--- src/rtl/dmem_lsu.sv ---
// dmem_lsu: load/store initiator for the word-indexed data memory (MEM stage)
// Ports:
//   clk, SYS_reset           clock, synchronous active-high reset
//   req_valid/req_ready      request handshake; ready only while idle
//   req_write/size/signed    store flag, 00 byte / 01 half / 10 word, sign-extend loads
//   req_addr/req_wdata       byte address, right-aligned store data
//   resp_valid/rdata/error   one-cycle completion pulse with extended load data or error
//   LSU_dmem_*               word index, write data, write/read enables, read data back
module dmem_lsu #(
  parameter int DEPTH_WORDS = 256
) (
  input  logic        clk,
  input  logic        SYS_reset,
  input  logic        req_valid,
  output logic        req_ready,
  input  logic        req_write,
  input  logic [1:0]  req_size,
  input  logic        req_signed,
  input  logic [31:0] req_addr,
  input  logic [31:0] req_wdata,
  output logic        resp_valid,
  output logic [31:0] resp_rdata,
  output logic        resp_error,
  output logic [31:0] LSU_dmem_address,
  output logic [31:0] LSU_dmem_data_in,
  output logic        LSU_dmem_mem_write,
  output logic        LSU_dmem_mem_read,
  input  logic [31:0] LSU_dmem_data_out
);
  typedef enum logic [1:0] {IDLE, READ, WRITE, RESP} state_t;
  state_t state;
  logic        wr_q, sgn_q;
  logic [1:0]  size_q, ofs_q;
  logic [31:0] wdata_q;
  logic        req_err, needs_read;
  logic [4:0]  shift;
  logic [31:0] mask, lane, ext, merged;
  // Lanes are big-endian: byte offset 0 is the most significant byte.
  always_comb begin
    req_err = req_size == 2'b11 || (req_size == 2'b01 && req_addr[0]) ||
              (req_size == 2'b10 && req_addr[1:0] != 2'b00) ||
              req_addr >= 32'(4 * DEPTH_WORDS);
    needs_read = !req_write || req_size != 2'b10;
    shift = size_q == 2'b00 ? {~ofs_q, 3'b000} : size_q == 2'b01 ? {~ofs_q[1], 4'b0000} : 5'd0;
    mask = size_q == 2'b00 ? 32'h0000_00ff << shift :
           size_q == 2'b01 ? 32'h0000_ffff << shift : 32'hffff_ffff;
    lane = LSU_dmem_data_out >> shift;
    ext = size_q == 2'b00 ? {{24{sgn_q & lane[7]}}, lane[7:0]} :
          size_q == 2'b01 ? {{16{sgn_q & lane[15]}}, lane[15:0]} : lane;
    merged = (LSU_dmem_data_out & ~mask) | ((wdata_q << shift) & mask);
  end
  assign req_ready = state == IDLE && !SYS_reset;
  always_ff @(posedge clk) begin
    if (SYS_reset) begin
      state <= IDLE;
      resp_valid <= 1'b0;
      resp_rdata <= 32'd0;
      resp_error <= 1'b0;
      LSU_dmem_address <= 32'd0;
      LSU_dmem_data_in <= 32'd0;
      LSU_dmem_mem_write <= 1'b0;
      LSU_dmem_mem_read <= 1'b0;
    end else begin
      case (state)
        IDLE: if (req_valid) begin
          wr_q <= req_write;
          size_q <= req_size;
          sgn_q <= req_signed;
          ofs_q <= req_addr[1:0];
          wdata_q <= req_wdata;
          LSU_dmem_address <= {2'b00, req_addr[31:2]};
          if (req_err) begin
            state <= RESP;
            resp_valid <= 1'b1;
            resp_error <= 1'b1;
            resp_rdata <= 32'd0;
          end else if (needs_read) begin
            state <= READ;
            LSU_dmem_mem_read <= 1'b1;
          end else begin
            state <= WRITE;
            LSU_dmem_mem_write <= 1'b1;
            LSU_dmem_data_in <= req_wdata;
          end
        end
        READ: begin
          LSU_dmem_mem_read <= 1'b0;
          if (wr_q) begin
            state <= WRITE;
            LSU_dmem_mem_write <= 1'b1;
            LSU_dmem_data_in <= merged;
          end else begin
            state <= RESP;
            resp_valid <= 1'b1;
            resp_rdata <= ext;
          end
        end
        WRITE: begin
          state <= RESP;
          LSU_dmem_mem_write <= 1'b0;
          resp_valid <= 1'b1;
          resp_rdata <= 32'd0;
        end
        RESP: begin
          state <= IDLE;
          resp_valid <= 1'b0;
          resp_error <= 1'b0;
          resp_rdata <= 32'd0;
        end
        default: state <= IDLE;
      endcase
    end
  end
endmodule

--- config.mk ---
export PLATFORM = sky130hd
export DESIGN_NAME = dmem_lsu
export DESIGN_NICKNAME = d
export VERILOG_FILES = /design/src/rtl/dmem_lsu.sv
export SDC_FILE = /design/constraint.sdc
export NUM_CORES = 1
export LEC_CHECK = 0
export CAP_MARGIN = 15
export CORE_AREA = 5 5 131 133
export DETAILED_ROUTE_END_ITERATION = 10
export DIE_AREA = 0 0 136 138
export PLACE_DENSITY = 0.79
export SLEW_MARGIN = 25
export SYNTH_ARGS = -nofsm -noshare
export SYNTH_HDL_FRONTEND = slang
export SYNTH_SLANG_ARGS = --single-unit
--- constraint.sdc ---
create_clock -name clk -period 3.05 [get_ports clk]
set_clock_uncertainty 0.2 [all_clocks]
set_input_delay 0.305 -clock clk [delete_from_list [all_inputs] [get_ports clk]]
set_output_delay 0.305 -clock clk [all_outputs]
set_load 0.01 [all_outputs]
### Word level (Yosys, flattened, before mapping)

Cells that the tools add are included.

* order comparisons: 1
* eq/ne operators: 15
* shifts and indexed selects: 4
* mux-type cells: 34
* bitwise gates (word level): 9
* reduce and logical (&&, ||, !) cells: 23

Operators by type and width (count)
* $mux 32: 11
* $pmux 32 s3: 1
* $and 32x32->32: 2
* $pmux 32 s2: 1
* $ge 32x11->1 const B: 1
* $not 32->32: 1
* $or 32x32->32: 1
* $shl 16x5->32 const A: 1
* $shl 32x5->32: 1
* $shl 8x5->32 const A: 1
* $shr 32x5->32: 1
* $ne 2x2->1 const B: 8
* $mux 1: 11
* $mux 5: 2
* $reduce_and 5->1: 2
* $reduce_and 3->1: 3
* $eq 2x2->1 const B: 4
* $pmux 2 s4: 1
* $eq 2x1->1 const B: 3
* $mux 2: 3
* $reduce_bool 2->1: 3
* $logic_not 2->1: 2
* $logic_or 1x1->1: 4
* $pmux 1 s2: 2
* other kinds (11): 16

* register bits after elaboration: 138
* input bits: 103
* output and inout port bits: 101
* word-level logic and storage cells: 99

### Longest topological paths before layout

Gate-level depths: netlist (run 1).

* word-level depth: 11
* depth in mapped cells: 11
* depth with buffers taken out: 8

### Least setup slack after synthesis (run 1)

Ideal clock, no wire load.

* path type: reg-to-reg
* start: register state[0]
* end: register ofs_q[0], enable pin
* setup time: 433 ps
* data arrival time: 2711 ps
* data required time: 2417 ps
* slack: -295 ps
* cell stages (with the launch flop): 7
* buffers on the path: 2
* period minus slack after synthesis: 3345 ps
* path through: dfxtp_1 -> inv_1 -> ha_1 -> buf_2 -> nand2_1 -> clkbuf_1 -> nor2_1

* cells in the longest elaborated chain, start to end: 2

RTL lines
* start: declaration: line 31 `state_t state;`
* start signal: assignment: line 55 `state <= IDLE;`
* start signal: assignment: line 73 `state <= RESP;`
* start signal: assignment: line 78 `state <= READ;`
* $logic_not 2->1: line 64 `case (state)`
* $reduce_and 3->1 (no source line)
* end signal: assignment: line 69 `ofs_q <= req_addr[1:0];`
* end: declaration: line 33 `logic [1:0] size_q, ofs_q;`

Every way passes these cells.
A chain may end at the register's enable or synchronous reset.

### Worst setup path after layout (run 1)

* start: register ofs_q[0]
* end: register LSU_dmem_data_in[1]

* cells in the longest elaborated chain, start to end: 10
* elaborated cells between the ends (all ways): 13
* classes of those cells: 3 x shift; 5 x mux; 5 x bitwise

RTL lines
* $not 2->2 *: line 44 `shift = size_q == 2'b00 ? {~ofs_q, 3'b000} : size_q == 2'b01 ? {~ofs_q[1], 4'b0000} : 5'd0;`
* $mux 5 *: line 44
* $shl 16x5->32: line 46 `size_q == 2'b01 ? 32'h0000_ffff << shift : 32'hffff_ffff;`
* $mux 32: line 46
* $mux 32: line 45 `mask = size_q == 2'b00 ? 32'h0000_00ff << shift :`
* $not 32->32: line 50 `merged = (LSU_dmem_data_out & ~mask) | ((wdata_q << shift) & mask);`
* $and 32x32->32: line 50
* $or 32x32->32 *: line 50
* $mux 32 *: line 88 `if (wr_q) begin`
* $pmux 32 s2 *: line 64
* end signal: assignment: line 83 `LSU_dmem_data_in <= req_wdata;`
* end signal: assignment: line 91 `LSU_dmem_data_in <= merged;`
* end: declaration: line 25 `output logic [31:0] LSU_dmem_data_in,`

Every way passes the cells marked *; elsewhere a longest branch is shown, timed or not. The select of a mux whose other input is x is not followed.

==> impl_results.md, run 1 <==
- Final instance area: 9577 sq um
- Syn Inst Count: 664
- Netlist Area Pre-Place: 6709 sq um
- Power per cell area: 719.5 nW/um^2
- Die ar.: 18,770 sq um
- RR Endpoint: LSU_dmem_data_in[1]$_SDFFE_PP0P_
- Die width: 136 um
- Placed insts: 1,058
- Crit path DAT: 2.90 ns
- Largest net degree at the start of global routing: 39
- H-tree depth: 4
- Initial DRC Count: 596
- CP Cell Sequence: or3_1 > buf_4 > ha_1 > nor2_1 > a21oi_1 > a211oi_1 > o21ai_0 > o21ai_1
- Height of the die: 138 um
- Hold Fails Final Rpt: 0
- Antenna violations before repair: 0
- CP startpoint kind: register
- Yosys cell types: 59
- First-pass GRT wire length: 34,420 um
- Cell family with most CP delay: simple AND/OR/NAND/NOR gates
- Synthesized area per cell: 10.10 sq um
- Storage element area: 3143 sq um
- # hold bufs at CTS: 0
- CTS buffer count: 17
- Rel. slew slack: 0.5806
- Vias per cell: 5.794
- Max Clock Freq: 0.3626 GHz
- Setup Viol. Count Final: 0
- Post-layout min period: 2.758 ns
- Top cell type by total area after synthesis: dfxtp_1
- Slowest cell on crit path: or3_1
- # diodes: 0
- # resized after CTS: 0
- Static Leak: 3.340 nW
- Final Worst Setup Slack: 0.2918 ns
- CP required: 3.20 ns
- Clock Latency Late Sink: 0.42 ns
- EDFF count, synth: 38
- Core area: 15,710 sq um
- Final slew viol count: 0
- Pint: 0.004583 W
- Layout Cells excl Fill: 1,090
- Area growth, synth to finish: 42.75%
- GRT Overall Usage: 0.2353
- Buffers & Inverters on Critical Path: 1
- Hold Crit Class: input port to register
- Hold_sp: SYS_reset
- Reg2reg setup slack: 0.29 ns
- Setup tns final: 0 ns
- Dpl ws: 0.3151 ns
- Post-synthesis register bit count: 138
- Net switching power: 0.002308 W
- Fillers: 1,297
- Post-CTS Setup Inserts: 0
- Initial Utilization: 0.4270
- Slowest stage delay, CP: 0.45 ns
- Min-Delay Endpoint: LSU_dmem_address[29]$_SDFFE_PP0P_
- Vias in the first global route: 6,171
- Worst setup EP type: register
- Yosys warns: 0
- Maximum VDD drop: 506.4 uV
- FFs w/ async S/R, synth: 0
- Clock Power Share: 0.301
- Ys flop type: dfxtp_1
- FP Rows: 46
- Worst reg2reg path depth: 8
- RSZ-0062 raised after global routing: false
- Max-cap viol count: 0
- Slew @ Worst Pin: 0.6284 ns
- Most frequent cells in the layout: clkdlybuf4s50_1, dfxtp_1, nand2_1, a21oi_1, nor2_1
- Root buf cell: clkbuf_16
- R2R Path Start: ofs_q[0]$_DFFE_PP_
- Sw Share: 0.3349
- Remaining antenna violation count after routing: 0
- Critical path type: register to register
- IO Pins: 204
- Placed instance area: 8979 sq um
- Multi-input combinational cell area: 3247 sq um
- Final #Nets: 973
- DR WL/cell: 20.56 um
- Clock sink count: 138
- First-pass detailed-route iteration total: 6
- Port buffer count: 201
- Routability cong.: 0.9044
- Synth top area share: 0.2984
- Status: finished, final reports clean
- Hold path cells: 2
- Layout cells sized above 1: 0.1201
- CTS tree: built
- Clock slew at reported path FFs: 0.06 ns
- Remaining DRCs: 0
- Final WL: 22,410 um
- Crit-path max FO: 16
- Overflow after GRT: 0
- Commonest non-fill, non-tap cell in the layout: clkdlybuf4s50_1
- Vias: 6,315
- Combinational cell fraction of total power: 0.353
- Sequential power share: 0.345
- Detail Placement HPWL: 16,440 um
- Period utilization: 0.9043
- Main area contributors after synthesis: dfxtp_1, edfxtp_1, a21oi_1, mux4_2, nand2_1
- Max Root-Sink Buffers: 2
- Sequential area share after synthesis: 0.4685
==> final cells by class <==
type	instances	area share
inverters	17	0.006924
repair buffers	232	0.2352
flip-flops and latches	138	0.3282
clock buffers	20	0.05004
clock inverters	12	0.01241
well taps	216	0.02822
multi-input cells	455	0.3390
==> layer usage <==
metal  global-route usage  vias to the layer above  part of all wire
li1                     -                     2892                 -
met1               0.2740                     2975              0.36
met2               0.3859                      397              0.48
met3              0.09724                       51              0.12
met4              0.08912                        0             0.031
met5                    0                        -                 0
==> synth_stat cells (8+ instances only) <==
cell type,instances
o221ai_1,8
inv_1,15
a22oi_1,8
a222oi_1,8
clkbuf_1,36
mux4_2,15
mux2i_1,8
a32o_1,8
mux2_1,8
dfxtp_1,100
nand3_1,24
ha_1,9
nand2_1,74
a31oi_1,8
nand2b_1,30
o21ai_1,11
nor2_1,43
a211oi_1,9
edfxtp_1,38
a221o_1,9
a22o_1,17
o21ai_0,18
a221oi_2,12
a21oi_1,72
==> per-stage QoR <==
stage	power [W]	util	hold slack, ns
6_report	0.006890	0.6095	0.1850
5_1_grt	0.007232	0.6095	0.2197
4_1_cts	0.006901	0.6095	0.1755
3_5_place_dp	0.004806	0.5714	0.2465
3_3_place_gp	0.004774	0.5714	0.2404
2_1_floorplan	0.003714	-	0.2039
==> registers in the layout (all words and copies together), names as in the netlist <==
name / count
ofs_q: 2
resp_error: 1
LSU_dmem_data_in: 32
sgn_q: 1
resp_valid: 1
size_q: 2
LSU_dmem_address: 30
wdata_q: 32
wr_q: 1
state: 2
LSU_dmem_mem_read: 1
resp_rdata: 32
LSU_dmem_mem_write: 1
==> worst max path at each step <==
stage | cells past startpoint | slack (ns) | endpoint | startpoint
after floorplan | 10 | 0.14 | LSU_dmem_data_in[23]$_SDFFE_PP0P_ | size_q[0]$_DFFE_PP_
after global placement | 6 | 0.34 | LSU_dmem_data_in[31]$_SDFFE_PP0P_ | req_addr[12]
after detailed placement | 6 | 0.32 | LSU_dmem_data_in[16]$_SDFFE_PP0P_ | req_addr[12]
after CTS | 8 | 0.34 | LSU_dmem_data_in[1]$_SDFFE_PP0P_ | ofs_q[0]$_DFFE_PP_
after global routing | 8 | 0.13 | LSU_dmem_data_in[7]$_SDFFE_PP0P_ | ofs_q[0]$_DFFE_PP_
final | 8 | 0.29 | LSU_dmem_data_in[1]$_SDFFE_PP0P_ | ofs_q[0]$_DFFE_PP_
==> power groups by stage <==
stage / clock (W) / sequential (W) / combinational, W
after floorplan: 0 / 0.00248 / 0.00123
after CTS: 0.00210 / 0.00238 / 0.00242
final: 0.00208 / 0.00238 / 0.00243
after detailed placement: 0 / 0.00241 / 0.00240
after global routing: 0.00219 / 0.00241 / 0.00263
after global placement: 0 / 0.00240 / 0.00237
==> cell families (layout without fill, tap and decap cells) <==
kind of cell    after synthesis  after routing  share of synthesized area
mux                          32             32                    0.07740
fa+ha+maj                     9              9                    0.01679
compound gates              217            217                     0.2378
buf+inv                      72            281                    0.05035
simple gates                195            195                     0.1486
flops                       138            138                     0.4685
other cells                   1              2                  0.0005590
Note: power is estimated with default switching activity, not from simulation.
==> run 2: changes to the inputs <==
Settings changed: CORE_AREA 5 5 131 133 to 2 2 128 130, DIE_AREA 0 0 136 138 to 0 0 130 132.
==> run 2 against run 1 <==
Effect of this change: setup slack lost 0.14 ns; sequential share of layout area is 0.069 points higher; combinational power hardly changed; final cell count grew 0.18%; utilization is 0.13 points lower; sequential cell count did not move; highest routed layer unchanged; first-iteration DRC count up 4.5%; cell area down 0.21%; clock power fell by 8%; register-to-register slack lost 0.14 ns.
==> impl_results.md, run 2 (synthesis gave the netlist of run 1 again) <==
- Largest net degree at the start of global routing: 42 (was 39)
- Max-cap viol count: 0 (unchanged)
- Clock slew at reported path FFs: 0.06 ns (about the same)
- Rel. slew slack: 0.6040 (was 0.5806)
- Max Clock Freq: 0.3456 GHz (was 0.3626 GHz)
- Most frequent cells in the layout: clkdlybuf4s50_1, dfxtp_1, nand2_1, a21oi_1, nor2_1 (unchanged)
- Status: finished, final reports clean (unchanged)
- Clock Latency Late Sink: 0.42 ns (about the same)
- Detail Placement HPWL: 15,790 um (was 16,440 um)
- Setup Viol. Count Final: 0 (unchanged)
- FP Rows: 46 (unchanged)
- CTS buffer count: 17 (unchanged)
- Slew @ Worst Pin: 0.5941 ns (was 0.6284 ns)
- Power per cell area: 704.9 nW/um^2 (was 719.5 nW/um^2)
- CP required: 3.14 ns (was 3.20 ns)
- Initial Utilization: 0.4270 (unchanged)
- DR WL/cell: 19.90 um (was 20.56 um)
- Crit path DAT: 2.98 ns (was 2.90 ns)
- H-tree depth: 4 (unchanged)
- Setup tns final: 0 ns (unchanged)
- Final #Nets: 975 (was 973)
- Die ar.: 17,160 sq um (was 18,770 sq um)
- Power Total: 0.006736 W (was 0.006890 W)
- Final slew viol count: 0 (unchanged)
- Period utilization: 0.9487 (was 0.9043)
- Area growth, synth to finish: 42.45% (was 42.75%)
- Regs by FF count: LSU_dmem_data_in (32), resp_rdata (32), wdata_q (32) (unchanged)
- Critical path type: register to register (unchanged)
- Final WL: 21,730 um (was 22,410 um)
- Remaining DRCs: 0 (unchanged)
- Static Leak: 3.326 nW (was 3.340 nW)
- Crit-path max FO: 22 (was 16)
- CTS tree: built (unchanged)
- IO Pins: 204 (unchanged)
- # diodes: 0 (unchanged)
- Vias: 6,306 (was 6,315)
- GRT Overall Usage: 0.2511 (was 0.2353)
- Initial DRC Count: 623 (was 596)
- Hold Crit Class: input port to register (unchanged)
- Commonest non-fill, non-tap cell in the layout: clkdlybuf4s50_1 (unchanged)
- Maximum VDD drop: 430.4 uV (was 506.4 uV)
- Clock sink count: 138 (unchanged)
- Root buf cell: clkbuf_16 (unchanged)
- Fillers: 1,277 (was 1,297)
- Vias in the first global route: 5,978 (was 6,171)
- Overflow after GRT: 0 (unchanged)
- Worst setup EP type: register (unchanged)
- Remaining antenna violation count after routing: 0 (unchanged)
- Antenna violations before repair: 0 (unchanged)
- Core area: 15,710 sq um (unchanged)
- Post-layout min period: 2.893 ns (was 2.758 ns)
- Height of the die: 132 um (was 138 um)
- First-pass detailed-route iteration total: 7 (was 6)
- Layout cells sized above 1: 0.1221 (was 0.1201)
- Routability cong.: 0.9647 (was 0.9044)
- Port buffer count: 201 (unchanged)
- First-pass GRT wire length: 33,120 um (was 34,420 um)
- Reg2reg setup slack: 0.16 ns (was 0.29 ns)
- Max Root-Sink Buffers: 2 (unchanged)
- Vias per cell: 5.775 (was 5.794)
- CP startpoint kind: register (unchanged)
- Post-layout util: 0.6082 (was 0.6095)
- Die width: 130 um (was 136 um)
- Hold Fails Final Rpt: 0 (unchanged)
==> run 2: cell types whose count changed in the layout (fill, tap and decap cells not counted), moves of 2 or more <==
| cell | previous run | this run |
|---|---|---|
| clkinv_4 | 2 | 0 |
| clkbuf_8 | 0 | 3 |
| clkinv_1 | 3 | 0 |
| bufinv_16 | 2 | 0 |
| clkbuf_1 | 1 | 5 |
==> run 2: area by class of cell <==
cell class / instances / area, sq um / area share
Multi-Input combinational cell: 455 / 3247 / 0.3397
Sequential cell: 138 / 3143 / 0.3289
Timing Repair Buffer: 234 / 2280 / 0.2385
Clock buffer: 26 / 510.5 / 0.05342
Tap cell: 216 / 270.3 / 0.02828
Inverter: 17 / 70.07 / 0.007332
Clock inverter: 6 / 36.28 / 0.003797
==> run 2: worst max-delay path: stages (launching register included) <==
cell and delay [ns]:
edfxtp_1 0.50, or3_1 0.52, inv_4 0.30, ha_1 0.20, or2_1 0.09, a21oi_1 0.07, and2_1 0.28, a222oi_1 0.44
a221oi_1 0.16
==> run 2: path summary, 6_finish.rpt <==
path                                                   startpoint                           endpoint  cells after the start
worst max-delay path                          size_q[1]$_DFFE_PP_  LSU_dmem_data_in[31]$_SDFFE_PP0P_                      8
worst min-delay path                                    SYS_reset  LSU_dmem_address[21]$_SDFFE_PP0P_                      2
worst max register to register                size_q[1]$_DFFE_PP_  LSU_dmem_data_in[31]$_SDFFE_PP0P_                      8
worst min register to register  LSU_dmem_address[10]$_SDFFE_PP0P_  LSU_dmem_address[10]$_SDFFE_PP0P_                      2
==> run 2: metal layers <==
layer	track usage	vias to the layer above	routed length [um]
met5	0	-	0
met4	0.1057	0	796
met3	0.08847	52	2493
met2	0.4020	375	10190
met1	0.3056	2992	8252
li1	-	2887	-
==> run 2: repair_timing <==
action,in CTS,in global routing
gates resized for setup,0,1
hold buffers,0,0
setup buffers,0,3
setup endpoints to repair,0,15
==> run 2: per-stage QoR <==
stage	instance area (sq um)	hold WS, ns	instances	setup WS (ns)
after floorplan	6715	0.2039	665	0.1421
after global placement	8984	0.2404	1057	0.1653
after detailed placement	8984	0.2474	1057	0.1347
after CTS	9530	0.1822	1089	0.1623
after global routing	9557	0.2130	1092	-0.005469
final	9557	0.1811	1092	0.1566
==> run 2: report_power, final <==
group / internal (W) / switching, W / leakage [nW]
clock network: 0.00115 / 0.000776 / 0.266
registers: 0.00220 / 0.000187 / 1.16
logic: 0.00111 / 0.00132 / 1.90
==> run 3: changes to the inputs <==
Settings changed: SLEW_MARGIN 25 to 20.
==> results of run 3 <==
No change in the layout: final DEF, timing and power equal those of run 2.
